[src/rtl/clk_meas_pkg.sv]
// Shared types and default sizing for the clock period meter.
package clk_meas_pkg;

    typedef enum logic [1:0] {
        IDLE    = 2'd0,
        ALIGN   = 2'd1,
        MEASURE = 2'd2
    } state_t;

    localparam int unsigned CNT_W_DEF       = 32;
    localparam int unsigned SYNC_STAGES_DEF = 2;
    localparam int unsigned TIMEOUT_DEF     = 100_000_000;

endpackage

[src/rtl/sig_sync_edge.sv]
// Synchronizes an asynchronous input into clk and flags its rising edge.
module sig_sync_edge
    import clk_meas_pkg::*;
#(
    parameter int unsigned sync_stages = SYNC_STAGES_DEF
) (
    input  logic clk,
    input  logic rstn,
    input  logic sig_in,
    output logic s,
    output logic rise
);

    generate
        if (sync_stages < 2) begin : g_bad_stages
            $error("sig_sync_edge: sync_stages must be at least 2");
        end
    endgenerate

    logic [sync_stages-1:0] sync_q;
    logic                   p;

    // Synchronizer chain plus one extra flop holding the previous synchronized level.
    always_ff @(posedge clk or negedge rstn) begin
        if (!rstn) begin
            sync_q <= '0;
            p      <= 1'b0;
        end else begin
            sync_q <= {sync_q[sync_stages-2:0], sig_in};
            p      <= sync_q[sync_stages-1];
        end
    end

    assign s    = sync_q[sync_stages-1];
    assign rise = s & ~p;

endmodule

[src/rtl/clk_period_meter.sv]
// Measures period and high time of a slow square wave in clk cycles; results leave
// through a valid/ready port with overrun and loss-of-signal flags.
module clk_period_meter
    import clk_meas_pkg::*;
#(
    parameter int unsigned cnt_w       = CNT_W_DEF,
    parameter int unsigned sync_stages = SYNC_STAGES_DEF,
    parameter int unsigned timeout_val = TIMEOUT_DEF
) (
    input  logic             clk,
    input  logic             rstn,
    input  logic             en,
    input  logic             sig_in,
    input  logic             clr_flags,
    output logic [cnt_w-1:0] period,
    output logic [cnt_w-1:0] high_time,
    output logic             valid,
    input  logic             ready,
    output logic             ovf,
    output logic             lost
);

    // The counter must reach timeout_val without wrapping.
    generate
        if (timeout_val == 0 || (timeout_val >> cnt_w) != 0) begin : g_bad_timeout
            $error("clk_period_meter: timeout_val must be in 1 .. 2**cnt_w-1");
        end
    endgenerate

    localparam logic [cnt_w-1:0] TIMEOUT_CNT = cnt_w'(timeout_val);
    localparam logic [cnt_w-1:0] ONE         = cnt_w'(1);

    state_t           state, state_d;
    logic [cnt_w-1:0] cnt, cnt_d;
    logic [cnt_w-1:0] hi, hi_d;
    logic [cnt_w-1:0] period_d, high_time_d;
    logic             valid_d, ovf_d, lost_d;
    logic             new_res_c;
    logic             s, rise;

    sig_sync_edge #(
        .sync_stages(sync_stages)
    ) u_sync (
        .clk   (clk),
        .rstn  (rstn),
        .sig_in(sig_in),
        .s     (s),
        .rise  (rise)
    );

    always_ff @(posedge clk or negedge rstn) begin
        if (!rstn) begin
            state     <= IDLE;
            cnt       <= '0;
            hi        <= '0;
            period    <= '0;
            high_time <= '0;
            valid     <= 1'b0;
            ovf       <= 1'b0;
            lost      <= 1'b0;
        end else begin
            state     <= state_d;
            cnt       <= cnt_d;
            hi        <= hi_d;
            period    <= period_d;
            high_time <= high_time_d;
            valid     <= valid_d;
            ovf       <= ovf_d;
            lost      <= lost_d;
        end
    end

    always_comb begin
        state_d     = state;
        cnt_d       = cnt;
        hi_d        = hi;
        lost_d      = lost;
        new_res_c   = 1'b0;
        period_d    = period;
        high_time_d = high_time;
        valid_d     = valid;
        ovf_d       = ovf;

        case (state)
            IDLE: begin
                cnt_d = '0;
                hi_d  = '0;
                if (en) state_d = ALIGN;
            end
            // ALIGN still counts so a dead input is reported as lost.
            ALIGN: begin
                if (rise) begin
                    cnt_d   = ONE;
                    hi_d    = ONE;
                    lost_d  = 1'b0;
                    state_d = MEASURE;
                end else if (cnt == TIMEOUT_CNT) begin
                    cnt_d  = '0;
                    lost_d = 1'b1;
                end else begin
                    cnt_d = cnt + ONE;
                end
            end
            MEASURE: begin
                if (rise) begin
                    new_res_c = 1'b1;
                    cnt_d     = ONE;
                    hi_d      = ONE;
                    lost_d    = 1'b0;
                end else if (cnt == TIMEOUT_CNT) begin
                    cnt_d   = '0;
                    hi_d    = '0;
                    lost_d  = 1'b1;
                    state_d = ALIGN;
                end else begin
                    cnt_d = cnt + ONE;
                    hi_d  = hi + cnt_w'(s);
                end
            end
            default: state_d = IDLE;
        endcase

        // Disable discards any partial measurement.
        if (!en) begin
            state_d   = IDLE;
            cnt_d     = '0;
            hi_d      = '0;
            lost_d    = lost;
            new_res_c = 1'b0;
        end

        if (valid && ready) valid_d = 1'b0;
        if (clr_flags) ovf_d = 1'b0;

        // A result arriving while the previous one is still unconsumed is dropped.
        if (new_res_c) begin
            if (!valid || ready) begin
                period_d    = cnt;
                high_time_d = hi;
                valid_d     = 1'b1;
            end else begin
                ovf_d = 1'b1;
            end
        end
    end

endmodule

[config.mk]
export PLATFORM = sky130hd
export DESIGN_NAME = clk_period_meter
export DESIGN_NICKNAME = d
export VERILOG_FILES = /design/src/rtl/clk_meas_pkg.sv /design/src/rtl/sig_sync_edge.sv /design/src/rtl/clk_period_meter.sv
export SDC_FILE = /design/constraint.sdc
export NUM_CORES = 1
export LEC_CHECK = 0
export BUFFER_PORTS_ARGS = -buffer_cell sky130_fd_sc_hd__clkbuf_2
export CORE_ASPECT_RATIO = 0.7
export CORE_MARGIN = 5
export CORE_UTILIZATION = 60
export CTS_CLUSTER_DIAMETER = 120
export DETAILED_ROUTE_END_ITERATION = 8
export GPL_ROUTABILITY_DRIVEN = 0
export PLACE_DENSITY = 0.83
export RECOVER_POWER = 25
export SKIP_CTS_REPAIR_TIMING = 1
export SLEW_MARGIN = 25
export SYNTH_ARGS = -nofsm -noshare
export SYNTH_HDL_FRONTEND = slang
export SYNTH_HIERARCHICAL = 1
export SYNTH_SLANG_ARGS = --single-unit
[constraint.sdc]
create_clock -name clk -period 4.1 [get_ports clk]
set_clock_uncertainty 0.05 [all_clocks]
set_input_delay 0.41 -clock clk [delete_from_list [all_inputs] [get_ports clk]]
set_output_delay 0.41 -clock clk [all_outputs]
set_load 0.05 [all_outputs]
**Word-level counts from Yosys, hierarchy flattened**

Index checks and enable logic that the tools add are counted.

- Output and inout port bits: 67
- Logic and storage cells: 57
- Input bits: 6
- Flip-flop bits (word level): 136

- Add/sub/neg operators: 2
- Multiplexer cells: 25
- Bitwise logic cells: 2
- Eq/ne operators: 8
- Reduce and logical (&&, ||, !) cells: 10

Operator list:

| kind | count |
|---|---|
| $mux W32 | 7 |
| $pmux W32 S3 | 1 |
| $pmux W32 S2 | 1 |
| $add A32 B1 Y32 | 1 |
| $add A32 B1 Y32 const B | 1 |
| $eq A32 B27 Y1 const B | 1 |
| $mux W1 | 11 |
| $ne A3 B3 Y1 const B | 3 |
| $mux W2 | 4 |
| $pmux W2 S3 | 1 |
| $reduce_and A3 Y1 | 2 |
| $ne A4 B1 Y1 const B | 1 |
| $reduce_and A2 Y1 | 2 |
| $ne A3 B2 Y1 const B | 1 |
| $eq A2 B1 Y1 const B | 1 |
| $eq A2 B2 Y1 const B | 1 |
| $logic_not A2 Y1 | 1 |
| $reduce_bool A2 Y1 | 1 |
| $reduce_or A2 Y1 | 1 |
| $and A1 B1 Y1 | 1 |
| $logic_and A1 B1 Y1 | 1 |
| $logic_not A1 Y1 | 1 |
| $logic_or A1 B1 Y1 | 1 |
| $not A1 Y1 | 1 |

**Longest topological paths before layout**

Gate-level depths: netlist (run 1).

- Depth in word-level cells: 6
- Gate-level depth with buffers: 9
- Gate-level depth less buffers: 8

**By module**

Netlist (run 1), hierarchy kept.

Modules (own cells, without submodules):

| module | instances | sequential area each (um^2) | area each (um^2) | cells each |
|---|---|---|---|---|
| clk_period_meter | 1 | 3328.2 | 6223.5 | 543 |
| sig_sync_edge | 1 | 75.1 | 88.8 | 4 |

**Worst setup path after synthesis (run 1)**

No wires, ideal clock.

- Kind: register to register
- From: register state[0]
- To: register cnt[26]
- Required time: 3931 ps
- Setup time: 119 ps
- Data arrival time: 1993 ps
- Path slack: 1938 ps
- Clock period less this slack: 2162 ps
- Stages on the path, launching flop included: 10
- Path buffers: 1
- Cell sequence: dfrtp_1 > inv_1 > ha_1 > or3b_2 > buf_2 > and3_1 > nand3_1 > nor2_1 > xnor2_1 > nor2_1

- Longest elaborated chain between the ends: 4
- Elaborated cells between the ends (all ways): 7
- Those cells by class: 3 x eq/ne; 2 x mux; 2 x reduce/logical

RTL lines:

| item | RTL line | source |
|---|---|---|
| start: declaration | clk_period_meter.sv:33 | `state_t state, state_d;` |
| start signal: assignment | clk_period_meter.sv:62 | `state <= state_d;` |
| $eq A2 B2 Y1 or $eq A2 B1 Y1 (tied branches) | clk_period_meter.sv:84 | `case (state)` |
| $reduce_or A2 Y1 (no line) | -- |  |
| $pmux W32 S2 | clk_period_meter.sv:84 |  |
| $mux W32 | clk_period_meter.sv:124 | `if (!en) begin` |
| end signal: assignment | clk_period_meter.sv:63 | `cnt <= cnt_d;` |
| end: declaration | clk_period_meter.sv:34 | `logic [cnt_w-1:0] cnt, cnt_d;` |

Several ways; a longest one is shown, not always the timed one.
A chain may end at the register's enable or synchronous reset.

**Worst setup path after layout (run 1)**

- From: register state[0]
- To: register period[17]

- Longest elaborated chain between the ends: 4

RTL lines:

| item | RTL line | source |
|---|---|---|
| $eq A2 B2 Y1 | clk_period_meter.sv:84 |  |
| $mux W1 | clk_period_meter.sv:84 |  |
| $mux W1 | clk_period_meter.sv:124 |  |
| $reduce_and A2 Y1 (no line) | -- |  |
| end signal: assignment | clk_period_meter.sv:65 | `period <= period_d;` |
| end: declaration | clk_period_meter.sv:15 | `output logic [cnt_w-1:0] period,` |

Every way passes these cells.

==> qor.txt, run 1 <==
status = complete, but fails checks
violations in the final reports = max-capacitance violations, max-slew violations
initial antenna violation count = 0
main combinational cell family by area after synthesis = simple AND/OR/NAND/NOR gates
FMAX = 390 MHz
PD cells = 463 mW/mm^2
Synth Area in Simple Gates = 19.8%
Root Driver = clkbuf_16
Post-Syn Area = 0.00631 sq mm
DR vias/cell = 5.89
Hold Worst Slack = 0.0498 ns
Setup violations, final = 0
Final ANT Viol Nets = 0
CTS tree = yes
Critical Path Sink Type = register
Synth Area in Adders = 1.59%
Die ar. = 0.0127 sq mm
hold_sp = sig_in
FF-to-FF setup slack = 1.53 ns
Initial Utilization = 61.2%
register area share after synthesis = 53.9%
WS Path Type = register to register
critical-path maximum fanout = 41
DR DRC count = 0
design area = 0.00736 sq mm
Post-synth EDFFs = 0
Area after DPL = 0.00675 sq mm
first-pass GRT wire length = 22.9 mm
Nets = 635
Hold Path Stages = 1
Critical R2R Launch = state[0]
CP max stage cell = nor2b_4
crit start category = register
TritonCTS Buffers = 17
Critical Path AT = 2.81 ns
Ys Warns = 6
final core utilization = 71.3%
post-route minimum period = 2.57 ns
asr flop ratio synth = 100%
total routed wirelength = 13.6 mm
Required @ worst endpoint = 4.35 ns
clk buf depth = 2
Post-Place Setup Slack = 1.56 ns
largest net degree at the start of global routing = 109
Slew Limit Fails = 109
final worst path period share = 62.6%
I/O pin total = 73
Max IR drop VDD = 0.000312 V
syn nets = 561
Worst Hold Endpoint = u_sync/sync_q[0]
1st-iter DRT viols = 540
Post-Syn Instances = 547
top_reg_cell synth = dfrtp_1
final hold violations = 0
Worst Max-Slew Pin Slew = 2.62 ns
number of global-route vias before repair = 4,551
Setup TNS Final = 0 ns
Worst-path clk slew = 0.06 ns
Antenna diodes = 0
WP buf/inv = 2
count of input and output buffers = 72
Area Overhead vs Synth = 16.5%
die height = 95.8 um
reg2reg path depth = 6
Clock Latency Late Sink = 0.42 ns
share of layout cells above drive strength 1 = 29.7%
Max-cap violations = 1
average wire per standard cell = 17.8 um
RSZ-0062 raised after global routing = no
Cell variety after synth = 59
clock sink total = 136
worst rel slew slack = -74.3%
HP Class = primary input to register
DRT Pass-1 Iters = 5
Final WS setup = 1.53 ns
DIE WIDTH = 133 um
CP Cell Sequence = inv_1, ha_1, nand3_1, nor2b_4, buf_12, mux2_2
total gr overflow = 0
Detail Placement HPWL = 9.27 mm
synthesized area per cell = 11.5 sq um
Largest stage delay, worst path = 0.64 ns
Core Area = 0.0103 sq mm
most common cell after layout, fill and taps aside = dfrtp_1
GR Util All Layers = 22.8%
vias = 4,515
synthesized flop and latch total = 136
mux cell area share after synthesis = 11.6%
Synth Area in Compound Gates = 4.54%
critical path's top delay family = simple AND/OR/NAND/NOR gates
commonest non-fill, non-tap cells in the layout = dfrtp_1 (136), clkbuf_2 (72), nor2_1 (69), mux2_2 (64), nand2_1 (36)
H-tree levels = 4
Leak = 3.48 nW
worst r2r dst = period[17]
post-synthesis xor/xnor area fraction = 5.97%
row count = 31
==> layer usage <==
layer | global-route usage (%) | part of all wire [%] | vias to the layer above
li1 | - | - | 2085
met1 | 32.2 | 46 | 2242
met2 | 34.0 | 45 | 167
met3 | 6.58 | 6.8 | 21
met4 | 8.48 | 1.5 | 0
met5 | 0 | 0 | -
==> cell type report <==
type / instances / area [sq um]
Fill cell: 717 / 2960
Timing Repair Buffer: 75 / 395
Multi-Input combinational cell: 382 / 2750
Sequential cell: 136 / 3400
Inverter: 9 / 33.8
Tap cell: 132 / 165
Clock buffer: 24 / 492
Clock inverter: 8 / 118
==> worst max-delay path by stage <==
stage | start | end | slack [ns] | cells past startpoint
after global placement | state[0] | period[29] | 1.72 | 6
final | state[0] | period[17] | 1.53 | 6
after detailed placement | state[0] | high_time[6] | 1.56 | 6
after floorplan | state[0] | cnt[26] | 1.94 | 9
after global routing | rstn | high_time[31] | 1.10 | 1
after CTS | state[0] | high_time[6] | 1.52 | 6
==> per-stage QoR <==
| stage | instances | total power, mW |
|---|---|---|
| detailed placement | 734 | 1.86 |
| CTS | 766 | 3.42 |
| global placement | 734 | 1.84 |
| floorplan | 547 | 1.77 |
| finish | 766 | 3.41 |
| global route | 766 | 3.54 |
==> power by group <==
part | internal (mW) | leakage, nW | total, mW | switching (mW)
Combinational | 0.120 | 1.29 | 0.440 | 0.320
Clock | 1.02 | 0.300 | 1.56 | 0.547
Sequential | 1.37 | 1.89 | 1.40 | 0.0317
Total | 2.51 | 3.48 | 3.41 | 0.899
==> synthesized netlist by cell type (3+ instances only) <==
cell,n,area [sq um]
and2_1,3,18.8
a21oi_1,13,65.1
xnor2_1,24,210
o21ai_0,8,40.0
and3_1,13,81.3
nor2b_1,3,18.8
or3_1,6,37.5
dfrtp_1,136,3400
nand2_1,36,135
nor4_1,6,37.5
mux2_2,64,721
ha_1,8,100
and4_1,6,52.6
xor2_1,19,166
nand4_1,13,81.3
nand3_1,26,130
buf_6,5,56.3
nor3_1,7,35.0
inv_1,9,33.8
a31oi_1,13,81.3
buf_2,11,55.1
nor2_1,69,259
nand2b_1,4,25.0
==> cell families (layout without fill, tap and decap cells) <==
group,count (synthesis),in the layout
DFF,136,136
adders and majority gates,8,8
xor gates and xnor gates,43,43
and+or+nand+nor,219,219
AOI/OAI and AO/OA,47,47
muxes,65,65
buffers and inverters,29,116
==> state kept, by name, indices dropped and copies added (netlist names), 2 cells and up <==
signal / count
high_time: 32
cnt: 32
period: 32
state: 2
hi: 32
u_sync/sync_q: 2
Note: power is estimated with default switching activity, not from simulation.
==> run 2, diff against run 1 <==
--- a/config.mk
+++ b/config.mk
@@ -5,14 +5,15 @@
 export SDC_FILE = /design/constraint.sdc
 export NUM_CORES = 1
 export LEC_CHECK = 0
+export ABC_AREA = 1
 export BUFFER_PORTS_ARGS = -buffer_cell sky130_fd_sc_hd__clkbuf_2
 export CORE_ASPECT_RATIO = 0.7
 export CORE_MARGIN = 5
-export CORE_UTILIZATION = 60
+export CORE_UTILIZATION = 59
 export CTS_CLUSTER_DIAMETER = 120
 export DETAILED_ROUTE_END_ITERATION = 8
 export GPL_ROUTABILITY_DRIVEN = 0
-export PLACE_DENSITY = 0.83
+export PLACE_DENSITY = 0.81
 export RECOVER_POWER = 25
 export SKIP_CTS_REPAIR_TIMING = 1
 export SLEW_MARGIN = 25
==> constraint.sdc (replaced) <==
create_clock -name clk -period 2.7 [get_ports clk]
set_clock_uncertainty 0.05 [all_clocks]
set_input_delay 0.27 -clock clk [delete_from_list [all_inputs] [get_ports clk]]
set_output_delay 0.27 -clock clk [all_outputs]
set_load 0.05 [all_outputs]
==> qor.txt, run 2 <==
Critical Path AT = 2.32 ns (was 2.81 ns)
reg2reg path depth = 9 (was 6)
synthesized area per cell = 7.99 sq um (was 11.5 sq um)
status = complete, but fails checks (unchanged)
critical-path maximum fanout = 19 (was 41)
Antenna diodes = 0 (unchanged)
CTS tree = yes (unchanged)
Max IR drop VDD = 0.000498 V (was 0.000312 V)
count of input and output buffers = 72 (unchanged)
Root Driver = clkbuf_16 (unchanged)
vias = 5,766 (was 4,515)
Post-Syn Area = 0.00672 sq mm (was 0.00631 sq mm)
Initial Utilization = 60.5% (was 61.2%)
die height = 99.3 um (was 95.8 um)
Setup TNS Final = 0 ns (unchanged)
Post-Syn Instances = 840 (was 547)
count leader, synth = nand2_1 (was dfrtp_1)
Largest stage delay, worst path = 0.39 ns (was 0.64 ns)
TritonCTS Buffers = 17 (unchanged)
Slew Limit Fails = 0 (was 109)
I/O pin total = 73 (unchanged)
Reg power frac = 42.0% (was 41.2%)
cell repeated most along the worst path = inv_2
commonest non-fill, non-tap cells in the layout = nand2_1 (230), dfrtp_1 (136), nor2_1 (106), inv_1 (98), o21ai_0 (80) (was dfrtp_1 (136), clkbuf_2 (72), nor2_1 (69), mux2_2 (64), nand2_1 (36))
Worst Max-Slew Pin Slew = 1.35 ns (was 2.62 ns)
Psw = 1.44 mW (was 0.899 mW)
average wire per standard cell = 14.4 um (was 17.8 um)
FMAX = 480 MHz (was 390 MHz)
Worst Hold Endpoint = ovf (was u_sync/sync_q[0])
fill count = 889 (was 717)
Post-synth EDFFs = 0 (unchanged)
Synth top area share = 50.7% (was 53.9%)
most common cell after layout, fill and taps aside = nand2_1 (was dfrtp_1)
RSZ-0062 raised after global routing = no (unchanged)
GR Util All Layers = 24.1% (was 22.8%)
PD cells = 651 mW/mm^2 (was 463 mW/mm^2)
Max-cap violations = 0 (was 1)
row count = 32 (was 31)
final worst path period share = 77.2% (was 62.6%)
leading area contributor after synthesis = dfrtp_1 (unchanged)
Comb power frac = 14.5% (was 12.9%)
Ys Warns = 6 (unchanged)
switch share = 28.4% (was 26.4%)
total gr overflow = 0 (unchanged)
1st-iter DRT viols = 508 (was 540)
first-pass GRT wire length = 26.2 mm (was 22.9 mm)
Worst-path clk slew = 0.06 ns (about the same)
Die ar. = 0.0136 sq mm (was 0.0127 sq mm)
H-tree levels = 4 (unchanged)
cell-internal power = 3.63 mW (was 2.51 mW)
total routed wirelength = 15.6 mm (was 13.6 mm)
Area Overhead vs Synth = 15.9% (was 16.5%)
Final ANT Viol Nets = 0 (unchanged)
Core Area = 0.0111 sq mm (was 0.0103 sq mm)
share of layout cells above drive strength 1 = 15.1% (was 29.7%)
clock sink total = 136 (unchanged)
number of global-route vias before repair = 5,306 (was 4,551)
final core utilization = 70.2% (was 71.3%)
DIE WIDTH = 138 um (was 133 um)
clk buf depth = 2 (unchanged)
WS Path Type = register to register (unchanged)
Leak = 3.56 nW (was 3.48 nW)
synth cell count leaders = nand2_1 (231), dfrtp_1 (136), nor2_1 (106) (was dfrtp_1 (136), nor2_1 (69), mux2_2 (64))
final hold violations = 1 (was 0)
Required @ worst endpoint = 2.94 ns (was 4.35 ns)
Hold Path Stages = 2 (was 1)
clock group share of total power = 43.5% (was 45.9%)
HP Class = primary input to register (unchanged)
synth top area cells = dfrtp_1 (51%), nand2_1 (13%), o21ai_0 (6.0%) (was dfrtp_1 (54%), mux2_2 (11%), nor2_1 (4.1%))
Critical Path Sink Type = register (unchanged)
register area share after synthesis = 50.7% (was 53.9%)
violations in the final reports = negative hold slack (was max-capacitance violations, max-slew violations)
CP max stage cell = dfrtp_1 (was nor2b_4)
Critical R2R Launch = u_sync/sync_q[1] (was state[0])
top_reg_cell synth = dfrtp_1 (unchanged)
hold_sp = clr_flags (was sig_in)
post-route minimum period = 2.08 ns (was 2.57 ns)
DR vias/cell = 5.32 (was 5.89)
Clock Latency Late Sink = 0.41 ns (was 0.42 ns)
Cell variety after synth = 31 (was 59)
largest net degree at the start of global routing = 81 (was 109)
Nets = 931 (was 635)
initial antenna violation count = 0 (unchanged)
worst r2r dst = hi[12] (was period[17])
crit start category = register (unchanged)
DRT Pass-1 Iters = 6 (was 5)
worst rel slew slack = 9.81% (was -74.3%)
Total Power = 5.07 mW (was 3.41 mW)
Setup violations, final = 0 (unchanged)
asr flop ratio synth = 100% (unchanged)
syn nets = 854 (was 561)
DR DRC count = 0 (unchanged)
CP Cell Sequence = inv_1, nor2_2, inv_2, nand3_1, nand2_2, inv_2, nand2_1, inv_2, nor2_1 (was inv_1, ha_1, nand3_1, nor2b_4, buf_12, mux2_2)
Detail Placement HPWL = 11.2 mm (was 9.27 mm)
Hold Worst Slack = -0.00785 ns (was 0.0498 ns)
FF-to-FF setup slack = 0.62 ns (was 1.53 ns)
synthesized flop and latch total = 136 (unchanged)
run 2: cell types whose count changed after synthesis, sizes merged, moves of 16 or more:
cell   before  now
nor2       72  115
o21ai      10   84
mux2       64    4
inv         9  106
nand2      36  234
xnor2      24    0
nor3       10   33
o22ai       2   18
run 2: worst max-delay path: cells and delay by family, from the launching register on:
| family | cells | cell delay [ns] |
|---|---|---|
| flops | 1 | 0.39 |
| simple gates | 5 | 0.76 |
| buf+inv | 4 | 0.76 |
run 2: cell type report:
cell class                 instances  area [sq um]  share of cell area [%]
clock buffer                      23           458                    5.89
clock inverter                     9           100                    1.29
inverter                         106           400                    5.15
multi-input combinational        578          2810                    36.1
sequential                       136          3400                    43.7
tap                              153           191                    2.46
timing repair buffer              78           423                    5.43
run 2: metal layers:
layer  share of wire, %  routed length (um)  global-route usage [%]  up-vias
met5                  0                   0                       0        -
met4                1.6                 252                    6.90        0
met3                8.0                1250                    5.31       27
met2                 41                6420                    33.1      224
met1                 49                7720                    38.2     2685
li1                   -                   -                       -     2830
run 2: kinds of logic after synthesis:
family / share of synthesized area, %
simple gates: 27.9
buf+inv: 7.66
compound gates: 8.78
fa+ha+maj: 1.49
mux: 0.671
flops: 50.7
xor+xnor: 2.87
run 2: per-stage QoR:
| step | cells | instance area [sq um] | setup WS (ns) |
|---|---|---|---|
| floorplan | 840 | 6720 | 0.925 |
| global placement | 1049 | 7210 | 0.707 |
| detailed placement | 1049 | 7210 | 0.662 |
| CTS | 1081 | 7770 | 0.612 |
| global route | 1083 | 7780 | 0.405 |
| finish | 1083 | 7780 | 0.616 |
run 2: worst max path at each step:
stage | cells past startpoint | end | start | slack [ns]
floorplan | 10 | cnt[21] | state[0] | 0.93
global placement | 9 | hi[16] | state[0] | 0.71
detailed placement | 10 | cnt[21] | state[0] | 0.66
CTS | 9 | hi[11] | u_sync/sync_q[1] | 0.61
global route | 9 | hi[11] | u_sync/sync_q[1] | 0.40
finish | 9 | hi[12] | u_sync/sync_q[1] | 0.62
run 2: power by group through the flow:
stage / combinational [mW] / sequential (mW) / clock, mW
after floorplan: 0.504 / 2.22 / 0
final: 0.733 / 2.13 / 2.20
after global placement: 0.716 / 2.16 / 0
after detailed placement: 0.725 / 2.16 / 0
after CTS: 0.733 / 2.13 / 2.23
after global routing: 0.810 / 2.13 / 2.33
==> run 3, diff against run 2 <==
--- a/config.mk
+++ b/config.mk
@@ -5,15 +5,15 @@
 export SDC_FILE = /design/constraint.sdc
 export NUM_CORES = 1
 export LEC_CHECK = 0
-export ABC_AREA = 1
+export ABC_AREA = 0
 export BUFFER_PORTS_ARGS = -buffer_cell sky130_fd_sc_hd__clkbuf_2
 export CORE_ASPECT_RATIO = 0.7
 export CORE_MARGIN = 5
-export CORE_UTILIZATION = 59
+export CORE_UTILIZATION = 58
 export CTS_CLUSTER_DIAMETER = 120
 export DETAILED_ROUTE_END_ITERATION = 8
 export GPL_ROUTABILITY_DRIVEN = 0
-export PLACE_DENSITY = 0.81
+export PLACE_DENSITY = 0.8
 export RECOVER_POWER = 25
 export SKIP_CTS_REPAIR_TIMING = 1
 export SLEW_MARGIN = 25
==> constraint.sdc (replaced) <==
create_clock -name clk -period 2.1 [get_ports clk]
set_clock_uncertainty 0.05 [all_clocks]
set_input_delay 0.21 -clock clk [delete_from_list [all_inputs] [get_ports clk]]
set_output_delay 0.21 -clock clk [all_outputs]
set_load 0.05 [all_outputs]
==> qor.txt, run 3 (synthesis gave the netlist of run 1 again) <==
status = complete, but fails checks (unchanged)
violations in the final reports = negative setup slack (was negative hold slack)
die height = 97.3 um (was 99.3 um)
Critical Path AT = 2.42 ns (was 2.32 ns)
WS Path Type = register to register (unchanged)
commonest non-fill, non-tap cells in the layout = dfrtp_1 (134), clkbuf_2 (71), nor2_1 (67), mux2_2 (64), buf_4 (51) (was nand2_1 (230), dfrtp_1 (136), nor2_1 (106), inv_1 (98), o21ai_0 (80))
hold_sp = ready (was clr_flags)
I/O pin total = 73 (unchanged)
number of global-route vias before repair = 4,812 (was 5,306)
Initial Utilization = 60.3% (was 60.5%)
row count = 31 (was 32)
register area = 0.00341 sq mm (was 0.00340 sq mm)
DR DRC count = 0 (unchanged)
DIE WIDTH = 135 um (was 138 um)
Antenna diodes = 0 (unchanged)
critical-path maximum fanout = 8 (was 19)
share of layout cells above drive strength 1 = 39.1% (was 15.1%)
Critical Path Start = u_sync/sync_q[1] (unchanged)
CP endpoint = hi[19] (was hi[12])
Core Area = 0.0105 sq mm (was 0.0111 sq mm)
Detail Placement HPWL = 10.1 mm (was 11.2 mm)
most common cell after layout, fill and taps aside = dfrtp_1 (was nand2_1)
DR vias/cell = 5.99 (was 5.32)
Area after DPL = 0.00718 sq mm (was 0.00721 sq mm)
count of input and output buffers = 72 (unchanged)
Area Overhead vs Synth = 27.8% (was 15.9%)
reg2reg path depth = 7 (was 9)
total routed wirelength = 16.1 mm (was 15.6 mm)
clk buf depth = 2 (unchanged)
total gr overflow = 0 (unchanged)
Setup TNS Final = -0.0488 ns (was 0 ns)
HP Class = primary input to register (unchanged)
average wire per standard cell = 19.5 um (was 14.4 um)
RSZ-0062 raised after global routing = yes (was no)
crit start category = register (unchanged)
design area = 0.00807 sq mm (was 0.00778 sq mm)
Required @ worst endpoint = 2.39 ns (was 2.94 ns)
clock sink total = 136 (unchanged)
Slew Limit Fails = 0 (unchanged)
FF-to-FF setup slack = -0.03 ns (was 0.62 ns)
Total Power = 7.22 mW (was 5.07 mW)
TritonCTS Buffers = 17 (unchanged)
largest net degree at the start of global routing = 56 (was 81)
Final ANT Viol Nets = 0 (unchanged)
Setup violations, final = 3 (was 0)
Worst-path clk slew = 0.06 ns (about the same)
area of the multi-input gates = 0.00286 sq mm (was 0.00281 sq mm)
vias = 4,953 (was 5,766)
Worst Max-Slew Pin Slew = 0.701 ns (was 1.35 ns)
Clock Latency Late Sink = 0.42 ns (was 0.41 ns)
Max-cap violations = 0 (unchanged)
Die ar. = 0.0131 sq mm (was 0.0136 sq mm)
H-tree levels = 4 (unchanged)
CTS tree = yes (unchanged)
worst rel slew slack = 53.3% (was 9.81%)
post-route minimum period = 2.13 ns (was 2.08 ns)
Critical Path Sink Type = register (unchanged)
Critical R2R Launch = u_sync/sync_q[1] (unchanged)
worst r2r dst = hi[19] (was hi[12])
1st-iter DRT viols = 393 (was 508)
FMAX = 469 MHz (was 480 MHz)
Root Driver = clkbuf_16 (unchanged)
final worst path period share = 102% (was 77.2%)
Max IR drop VDD = 0.000705 V (was 0.000498 V)
fill count = 617 (was 889)
final hold violations = 0 (was 1)
Final WS setup = -0.0342 ns (was 0.616 ns)
Nets = 699 (was 931)
initial antenna violation count = 0 (unchanged)
PD cells = 894 mW/mm^2 (was 651 mW/mm^2)
first-pass GRT wire length = 24.4 mm (was 26.2 mm)
GR Util All Layers = 23.2% (was 24.1%)
Leak = 3.87 nW (was 3.56 nW)
DRT Pass-1 Iters = 5 (was 6)
[run 3: cell count changes in the layout (fill, tap and decap cells not counted), sizes merged, moves of 24 or more]
| cell | change |
|---|---|
| nand2 | -198 |
| inv | -97 |
| o21ai | -74 |
| mux2 | +60 |
| buf | +58 |
| nor2 | -43 |
| xnor2 | +24 |
[run 3: how the worst min path moves through the flow]
stage	to	slack [ns]	depth (start not counted)
2_1_floorplan	cnt[0]	-0.14	0
3_3_place_gp	period[26]	0.16	1
3_5_place_dp	period[27]	0.16	1
4_1_cts	period[26]	-0.27	1
5_1_grt	valid	0.1	3
6_report	valid	0.07	3
[run 3: metrics by stage]
step | util, % | hold WS [ns] | setup slack, ns | cells
2_1_floorplan | - | -0.136 | 0.000625 | 547
3_3_place_gp | 68.6 | 0.155 | 0.0374 | 781
3_5_place_dp | 68.6 | 0.162 | -0.0967 | 781
4_1_cts | 74.5 | -0.275 | -0.170 | 810
5_1_grt | 77.0 | 0.0951 | -0.0943 | 827
6_report | 77.0 | 0.0707 | -0.0342 | 827
[run 3: area by class of cell]
class                      instances  area share, %
clock inverter                     8           1.80
multi-input combinational        382           35.4
sequential                       136           42.2
inverter                           9          0.419
clock buffer                      21           5.95
timing repair buffer             139           12.2
tap                              132           2.05
[run 3: critical path: stages, from the launching register on]
cell and delay (ns):
dfrtp_1 0.43, nor2b_4 0.16, buf_4 0.17, nor2_2 0.12, nand4_1 0.19, or2_4 0.35
or4b_4 0.50, o21ai_2 0.08
[run 3: per-layer routing]
metal / vias to the layer above / track usage [%] / routed length (um)
met4: 0 / 7.04 / 422
met1: 2461 / 33.5 / 6980
met2: 233 / 34.2 / 7330
met5: - / 0 / 0
li1: 2208 / - / -
met3: 51 / 6.57 / 1360
[run 3: power by group]
| part | internal (mW) | switching, mW |
|---|---|---|
| sequential | 2.68 | 0.0511 |
| combinational | 0.569 | 0.769 |
| clock | 2.09 | 1.06 |
